--- src/rtl/boot_pkg.sv ---
// Shared boot-frame constants and loader state encoding, also used by the host-side bench model.
package boot_pkg;

  localparam logic [7:0] SYNC_BYTE_1 = 8'hA5;
  localparam logic [7:0] SYNC_BYTE_2 = 8'h5A;

  localparam int STATE_W = 4;

  localparam logic [3:0] ST_SYNC1   = 4'd0;
  localparam logic [3:0] ST_SYNC2   = 4'd1;
  localparam logic [3:0] ST_LEN_HI  = 4'd2;
  localparam logic [3:0] ST_LEN_LO  = 4'd3;
  localparam logic [3:0] ST_DATA_LO = 4'd4;
  localparam logic [3:0] ST_DATA_HI = 4'd5;
  localparam logic [3:0] ST_WRITE   = 4'd6;
  localparam logic [3:0] ST_CHECK   = 4'd7;
  localparam logic [3:0] ST_DONE    = 4'd8;
  localparam logic [3:0] ST_ERROR   = 4'd9;

  // States in which the loader is willing to take a byte from the receiver.
  function automatic logic accepts_bytes(input logic [3:0] st);
    return st inside {ST_SYNC1, ST_SYNC2, ST_LEN_HI, ST_LEN_LO,
                      ST_DATA_LO, ST_DATA_HI, ST_CHECK};
  endfunction

endpackage

--- src/rtl/boot_loader.sv ---
// Receives a sync/length/data/checksum byte frame and writes its 16-bit words into boot memory,
// releasing the CPU only when the checksum matches.
module boot_loader
  import boot_pkg::*;
#(
  parameter int          BITS          = 16,
  parameter int          ADDRESS_BITS  = 16,
  parameter int unsigned START_ADDRESS = 0
) (
  input  logic                    CLK,
  input  logic                    RST,
  input  logic [7:0]              RX_DATA,
  input  logic                    RX_VALID,
  output logic                    RX_READY,
  output logic [ADDRESS_BITS-1:0] MEM_ADDRESS,
  output logic [BITS-1:0]         MEM_DATA,
  output logic                    MEM_WR,
  output logic                    BOOT_DONE,
  output logic                    BOOT_ERROR,
  output logic                    CPU_RESET
);

  localparam logic [ADDRESS_BITS-1:0] START_ADDR = ADDRESS_BITS'(START_ADDRESS);

  logic [STATE_W-1:0]      state_q, state_d;
  logic [ADDRESS_BITS-1:0] addr_q, addr_d;
  logic [15:0]             count_q, count_d;
  logic [7:0]              sum_q, sum_d;
  logic [7:0]              lo_q, lo_d;
  logic [7:0]              len_hi_q, len_hi_d;
  logic [BITS-1:0]         data_q, data_d;
  logic [15:0]             word_in;
  logic [BITS-1:0]         word_fit;
  logic                    accept;

  assign RX_READY = !RST && accepts_bytes(state_q);
  assign accept   = RX_VALID && RX_READY;
  assign word_in  = {RX_DATA, lo_q};

  // Fit the assembled 16-bit word onto the memory data width.
  generate
    if (BITS > 16) begin : g_word_ext
      assign word_fit = {{(BITS-16){1'b0}}, word_in};
    end else if (BITS == 16) begin : g_word_eq
      assign word_fit = word_in;
    end else begin : g_word_trunc
      assign word_fit = word_in[BITS-1:0];
    end
  endgenerate

  always_comb begin
    state_d  = state_q;
    addr_d   = addr_q;
    count_d  = count_q;
    sum_d    = sum_q;
    lo_d     = lo_q;
    len_hi_d = len_hi_q;
    data_d   = data_q;
    case (state_q)
      ST_SYNC1: begin
        if (accept && RX_DATA == SYNC_BYTE_1) state_d = ST_SYNC2;
      end
      ST_SYNC2: begin
        if (accept) begin
          if (RX_DATA == SYNC_BYTE_2) begin
            // A fresh frame always starts from a clean sum and the base address.
            state_d = ST_LEN_HI;
            sum_d   = 8'h00;
            addr_d  = START_ADDR;
          end else if (RX_DATA != SYNC_BYTE_1) begin
            state_d = ST_SYNC1;
          end
        end
      end
      ST_LEN_HI: begin
        if (accept) begin
          len_hi_d = RX_DATA;
          state_d  = ST_LEN_LO;
        end
      end
      ST_LEN_LO: begin
        if (accept) begin
          count_d = {len_hi_q, RX_DATA};
          state_d = ({len_hi_q, RX_DATA} == 16'd0) ? ST_CHECK : ST_DATA_LO;
        end
      end
      ST_DATA_LO: begin
        if (accept) begin
          lo_d    = RX_DATA;
          sum_d   = sum_q + RX_DATA;
          state_d = ST_DATA_HI;
        end
      end
      ST_DATA_HI: begin
        if (accept) begin
          data_d  = word_fit;
          sum_d   = sum_q + RX_DATA;
          state_d = ST_WRITE;
        end
      end
      ST_WRITE: begin
        addr_d  = addr_q + ADDRESS_BITS'(1);
        count_d = count_q - 16'd1;
        state_d = (count_q == 16'd1) ? ST_CHECK : ST_DATA_LO;
      end
      ST_CHECK: begin
        if (accept) state_d = (RX_DATA == sum_q) ? ST_DONE : ST_ERROR;
      end
      ST_DONE, ST_ERROR: begin
        state_d = state_q;
      end
      default: begin
        state_d = ST_SYNC1;
      end
    endcase
  end

  always_ff @(posedge CLK) begin
    if (RST) begin
      state_q  <= ST_SYNC1;
      addr_q   <= START_ADDR;
      count_q  <= 16'd0;
      sum_q    <= 8'h00;
      lo_q     <= 8'h00;
      len_hi_q <= 8'h00;
      data_q   <= '0;
    end else begin
      state_q  <= state_d;
      addr_q   <= addr_d;
      count_q  <= count_d;
      sum_q    <= sum_d;
      lo_q     <= lo_d;
      len_hi_q <= len_hi_d;
      data_q   <= data_d;
    end
  end

  // Reset in the WRITE cycle kills the strobe immediately so the aborted word never lands.
  assign MEM_WR      = (state_q == ST_WRITE) && !RST;
  assign MEM_ADDRESS = addr_q;
  assign MEM_DATA    = data_q;
  assign BOOT_DONE   = (state_q == ST_DONE);
  assign BOOT_ERROR  = (state_q == ST_ERROR);
  assign CPU_RESET   = (state_q != ST_DONE);

endmodule

--- config.mk ---
export PLATFORM = sky130hd
export DESIGN_NAME = boot_loader
export DESIGN_NICKNAME = d
export VERILOG_FILES = /design/src/rtl/boot_pkg.sv /design/src/rtl/boot_loader.sv
export SDC_FILE = /design/constraint.sdc
export NUM_CORES = 1
export LEC_CHECK = 0
export BUFFER_PORTS_ARGS = -buffer_cell sky130_fd_sc_hd__buf_4
export CAP_MARGIN = 30
export CORE_ASPECT_RATIO = 1.4
export CORE_MARGIN = 2
export CORE_UTILIZATION = 55
export CTS_CLUSTER_SIZE = 40
export DETAILED_ROUTE_END_ITERATION = 16
export HOLD_SLACK_MARGIN = 0.08
export PLACE_DENSITY = 0.76
export SYNTH_ARGS = -nofsm -noshare
export SYNTH_HDL_FRONTEND = slang
export SYNTH_SLANG_ARGS = --single-unit
--- constraint.sdc ---
create_clock -name CLK -period 5.7 [get_ports CLK]
set_clock_uncertainty 0.15 [all_clocks]
set_input_delay 1.14 -clock CLK [delete_from_list [all_inputs] [get_ports CLK]]
set_output_delay 1.14 -clock CLK [all_outputs]
set_load 0.1 [all_outputs]
==> results.yml, run 1 <==
run:
  max-cap-violations: 0
sta:
  rsz0062_at_grt: "no"
  setup_viol: 0
  worst_pin_slew_ns: 0.607
  min_period_ns: 3.63
  fin_tns_setup_ns: 0
  max_slew_margin: 0.595
  slew_viol_final: 0
  fin_crit_sh: 0.637
  finalHoldViolCount: 0
  fmax_mhz: 276
  worst_slack_ns: 2.07
  whs_ns: 0.306
synthesis:
  synth_fp_nets: 474
  ys_ff_latch: 76
  netlist_area_um2: 3800
  yosys.cell_types.count: 58
  synthArstFlopShare: 0
  syn_inst: 452
  ys_seq_area_frac: 0.400
  yosys_warnings: 0
  synth_top_flop_cell: "dfxtp_1"
  syn_avg_cell_area_um2: 8.41
  synth_enable_flop_cells: 0
cells_and_area:
  final_common_cell: "dfxtp_1"
  design_area_um2: 4410
  final_cell_mix: "76 x dfxtp_1, 68 x nor2_1, 54 x nand2_1, 51 x buf_4, 41 x a21oi_1"
  num_antenna_cells: 0
  fin_nets: 510
  synthToLayoutAreaGrowth_pct: 15.9
  stdcell_count: 585
  layout-drive-gt1-share: 0.168
placement:
  gp_congestion: 0.823
  placed_area_um2: 4200
  portBuffers: 47
  place_inst: 569
  place_ws_ns: 2.10
  hpwl_mm: 6.39
worst_setup_path:
  cp_data_arrival_time_ns: 2.34
  path_buf_inv: 2
  cp_top_family: "buffers and inverters"
  crit_cells: 4
  crit_top_cell: "buf_4"
  crit_path_end: "RX_READY"
  start_kind: "primary input"
  r2r_cells: 6
  crit_chain: "buf_4, or2_1, a31oi_1, buf_4"
  critPathLaunch: "RST"
  path_class: "primary input to output port"
  timing.rr.end: "count_q[12]$_SDFFE_PP0P_"
  slowest_delay_ns: 0.38
  cp.required_ns: 4.41
  rrSetupSlack_ns: 3.06
  critPathSlowestCell: "or2_1"
  cp_max_fo: 60
  cp-end-kind: "output port"
  r2r-start: "state_q[1]$_SDFFE_PP0P_"
clocking:
  cts-hold-fix-buffers: 0
  ctsResizeCount: 0
  cts_sinks: 76
  path_clk_slew_ns: 0.08
  clockRootBuffer: "clkbuf_8"
  numCtsBuffers: 9
  clk-insertion-delay-late_ns: 0.36
  postCtsSetupBuffers: 0
  htreeDepth: 3
  cts_tree: "built"
  clk_path_buf_depth: 2
worst_hold_path:
  hp-start: "MEM_DATA[2]$_SDFFE_PP0P_"
  hp-class: "flip-flop to flip-flop"
grt:
  antenna_found_initial: 0
  grt_pass1_wl_mm: 15.7
  grt_usage: 0.267
  grt_max_degree: 61
  grt_pass1_vias: 3240
  grt-ovfl-total: 0
power:
  ir_drop_mv: 0.169
  power_leakage_nw: 1.75
  power.density_nw_per_um2: 226
route:
  wl_per_cell_um: 15.9
  drtAntennaViolNets: 0
  drc_errors: 0
  wirelength_mm: 9.32
  dr_total_vias: 3530
  dr.pass1.iters: 5
  drt_iter0_markers: 303
  via_per_inst: 6.03
floorplanning:
  floorplan.initialDensity: 0.571
  core_um2: 6660
  io_pins: 48
  die_y_um: 102
  fp-row-count: 35
  die_area_um2: 7600
  die_w_um: 74.3
run_status:
  status: "finished, final reports clean"
-- per-stage QoR --
stage | util | total power [mW]
6_report | 0.662 | 0.998
3_5_place_dp | 0.630 | 0.583
3_3_place_gp | 0.630 | 0.583
2_1_floorplan | - | 0.564
4_1_cts | 0.662 | 1.01
5_1_grt | 0.662 | 1.03
-- synth_stat cells, types with 8 or more instances --
cell type | number | area share
clkbuf_1 | 15 | 0.015
o21ai_0 | 12 | 0.016
xnor2_1 | 11 | 0.025
ha_1 | 10 | 0.033
nor2_1 | 68 | 0.067
nor4_1 | 8 | 0.013
xor2_1 | 9 | 0.021
inv_1 | 8 | 0.0079
nand2_1 | 54 | 0.053
nor3_1 | 13 | 0.017
dfxtp_1 | 76 | 0.40
mux2i_1 | 18 | 0.047
a21oi_1 | 41 | 0.054
-- kinds of logic after synthesis --
group / after synthesis / share of synthesized area
AOI/OAI and AO/OA: 97 / 0.169
xor gates and xnor gates: 20 / 0.0461
adders and majority gates: 11 / 0.0382
buffers and inverters: 34 / 0.0355
DFF: 76 / 0.400
muxes: 22 / 0.0592
and+or+nand+nor: 192 / 0.252
-- worst min-delay path by stage --
stage	end	slack [ns]	cells after the start
after floorplan	MEM_DATA[0]$_SDFFE_PP0P_	0.28	2
after detailed placement	MEM_DATA[2]$_SDFFE_PP0P_	0.30	2
final	MEM_DATA[2]$_SDFFE_PP0P_	0.31	2
after CTS	MEM_DATA[9]$_SDFFE_PP0P_	0.31	2
after global placement	MEM_DATA[3]$_SDFFE_PP0P_	0.29	2
after global routing	MEM_DATA[11]$_SDFFE_PP0P_	0.33	2
-- worst reg2reg max path, cell delays in order (launching register included) --
cell and delay [ns]:
dfxtp_1 0.61, nand4bb_1 0.16, buf_4 0.24, or4_1 0.67, nor4_2 0.28, mux2_1 0.34, a21oi_1 0.13
-- layout make-up --
type | instances | area, um^2
Fill cell | 610 | 2250
Multi-Input combinational cell | 342 | 2150
Sequential cell | 76 | 1520
Timing Repair Buffer | 51 | 383
Clock buffer | 11 | 151
Tap cell | 92 | 115
Clock inverter | 5 | 60.1
Inverter | 8 | 30.0
-- power by group --
part | leakage (nW) | internal [mW] | switching [mW]
logic | 1.03 | 0.0108 | 0.0302
clock network | 0.106 | 0.227 | 0.200
registers | 0.612 | 0.530 | 0.0000288
-- per-layer routing --
metal | global-route usage | part of all wire | vias to the layer above
met4 | 0.124 | 0.024 | 0
met2 | 0.442 | 0.49 | 134
li1 | - | - | 1703
met1 | 0.336 | 0.43 | 1676
met5 | 0 | 0 | -
met3 | 0.0444 | 0.058 | 17
-- registers in the layout, indices dropped and copies added, names as in the netlist --
| signal | count |
|---|---|
| MEM_DATA | 16 |
| MEM_ADDRESS | 16 |
| sum_q | 8 |
| count_q | 16 |
| len_hi_q | 8 |
| lo_q | 8 |
| state_q | 4 |
Note: power is estimated with default switching activity, not from simulation.
==> inputs of run 2 (changes only) <==
--- a/config.mk
+++ b/config.mk
@@ -9,7 +9,7 @@
 export CAP_MARGIN = 30
 export CORE_ASPECT_RATIO = 1.4
 export CORE_MARGIN = 2
-export CORE_UTILIZATION = 55
+export CORE_UTILIZATION = 52
 export CTS_CLUSTER_SIZE = 40
 export DETAILED_ROUTE_END_ITERATION = 16
 export HOLD_SLACK_MARGIN = 0.08
==> constraint.sdc (replaced) <==
create_clock -name CLK -period 3.04 [get_ports CLK]
set_clock_uncertainty 0.15 [all_clocks]
set_input_delay 0.608 -clock CLK [delete_from_list [all_inputs] [get_ports CLK]]
set_output_delay 0.608 -clock CLK [all_outputs]
set_load 0.1 [all_outputs]
==> results.yml, run 2 (same netlist as run 1, synthesis figures left out) <==
floorplanning:
  core_um2: 7030
  io_pins: 48
  floorplan.initialDensity: 0.541
  die_y_um: 105
  fp-row-count: 36
  die_w_um: 76.3
  die_area_um2: 8020
cells_and_area:
  fin_nets: 517
  design_area_um2: 4510
  regArea_um2: 1520
  synthToLayoutAreaGrowth_pct: 18.7
  final_cell_mix: "76 x dfxtp_1, 68 x nor2_1, 58 x buf_4, 54 x nand2_1, 41 x a21oi_1"
  num_antenna_cells: 0
  final_common_cell: "dfxtp_1"
  layout-drive-gt1-share: 0.186
  multi_input_area_um2: 2160
  fillers: 613
grt:
  antenna_found_initial: 0
  grt_max_degree: 47
  grt_usage: 0.240
  grt_pass1_wl_mm: 15.6
  grt-ovfl-total: 0
  grt_pass1_vias: 3202
power:
  swShare: 0.225
  power_leakage_nw: 1.79
  p_clk_frac: 0.469
  pwr-share-comb: 0.039
  power.density_nw_per_um2: 448
  power_frac_seq: 0.492
  p_int_mw: 1.57
  ir_drop_mv: 0.335
  switching_power_mw: 0.455
sta:
  fin_tns_setup_ns: 0
  setup_viol: 0
  fin_crit_sh: 0.888
  max_slew_margin: 0.653
  worst_pin_slew_ns: 0.519
  fmax_mhz: 371
  slew_viol_final: 0
  rsz0062_at_grt: "no"
  worst_slack_ns: 0.342
  finalHoldViolCount: 0
  min_period_ns: 2.70
clocking:
  numCtsBuffers: 9
  cts-hold-fix-buffers: 0
  ctsResizeCount: 0
  postCtsSetupBuffers: 0
  cts_tree: "built"
  clk_path_buf_depth: 2
  path_clk_slew_ns: 0.09
  clk-insertion-delay-late_ns: 0.36
  clockRootBuffer: "clkbuf_8"
  htreeDepth: 3
  cts_sinks: 76
placement:
  hpwl_mm: 6.64
  placed_area_um2: 4270
  gp_congestion: 0.885
  place_ws_ns: 0.414
  portBuffers: 47
worst_setup_path:
  timing.rr.end: "count_q[12]$_SDFFE_PP0P_"
  cp_top_family: "buffers and inverters"
  crit_chain: "nand4bb_1, buf_4, nor2_1, buf_4"
  r2r_cells: 5
  cp.required_ns: 2.28
  r2r-start: "state_q[2]$_SDFFE_PP0P_"
  slowest_delay_ns: 0.57
  crit_top_cell: "buf_4"
  cp_max_fo: 17
  path_class: "flip-flop to output port"
  cp-end-kind: "output port"
  start_kind: "flip-flop"
  path_buf_inv: 2
  cp_data_arrival_time_ns: 1.94
  rrSetupSlack_ns: 0.47
  critPathSlowestCell: "dfxtp_1"
route:
  dr_total_vias: 3464
  via_per_inst: 5.82
  drtAntennaViolNets: 0
  drt_iter0_markers: 268
  drc_errors: 0
  wirelength_mm: 9.48
  dr.pass1.iters: 5
  wl_per_cell_um: 15.9
worst_hold_path:
  hold_end: "MEM_DATA[2]$_SDFFE_PP0P_"
  min_delay_path_depth: 2
  hp-start: "lo_q[2]$_SDFFE_PP0P_"
  hp-class: "flip-flop to flip-flop"
run_status:
  status: "finished, final reports clean"
run:
  max-cap-violations: 0
-- run 2: routing by layer --
| metal | share of wire | vias to the layer above | global-route usage |
|---|---|---|---|
| met5 | 0 | - | 0 |
| li1 | - | 1714 | - |
| met1 | 0.44 | 1614 | 0.300 |
| met3 | 0.050 | 20 | 0.0449 |
| met2 | 0.49 | 116 | 0.406 |
| met4 | 0.022 | 0 | 0.0961 |
-- run 2: through the flow --
| stage | util | hold slack, ns | instances | total power, mW |
|---|---|---|---|---|
| after floorplan | - | 0.281 | 452 | 1.06 |
| final | 0.642 | 0.298 | 595 | 2.02 |
| after global routing | 0.642 | 0.319 | 595 | 2.07 |
| after CTS | 0.642 | 0.305 | 595 | 2.03 |
| after detailed placement | 0.607 | 0.292 | 579 | 1.10 |
| after global placement | 0.607 | 0.288 | 579 | 1.09 |
-- run 2: how the worst max path moves through the flow --
stage / end / slack [ns] / depth (start not counted) / start
6_report: MEM_WR / 0.34 / 4 / state_q[2]$_SDFFE_PP0P_
5_1_grt: MEM_WR / 0.16 / 4 / state_q[2]$_SDFFE_PP0P_
4_1_cts: MEM_WR / 0.36 / 4 / state_q[2]$_SDFFE_PP0P_
3_5_place_dp: state_q[0]$_SDFFE_PP0P_ / 0.41 / 7 / RX_DATA[2]
3_3_place_gp: state_q[0]$_SDFFE_PP0P_ / 0.47 / 7 / RX_DATA[2]
2_1_floorplan: MEM_WR / 0.006 / 3 / RST
-- run 2: layout make-up --
| type | count | area share |
|---|---|---|
| multi-input cells | 342 | 0.478 |
| repair buffers | 58 | 0.0965 |
| inverters | 8 | 0.00748 |
| clock buffers | 9 | 0.0274 |
| well taps | 95 | 0.0263 |
| flip-flops and latches | 76 | 0.337 |
| clock inverters | 7 | 0.0274 |
-- run 2: power by group through the flow --
stage	registers [mW]	clock network (mW)	logic, mW
2_1_floorplan	1.02	0	0.0405
3_3_place_gp	1.02	0	0.0769
3_5_place_dp	1.02	0	0.0772
4_1_cts	0.994	0.956	0.0777
5_1_grt	0.994	0.995	0.0840
6_report	0.994	0.949	0.0789
-- run 2: worst register-to-register path, cell delays in order, from the launching register on --
cell	delay, ns
dfxtp_1	0.57
nand4bb_1	0.30
or4_1	0.71
nor4_2	0.30
mux2_1	0.36
a21oi_1	0.13
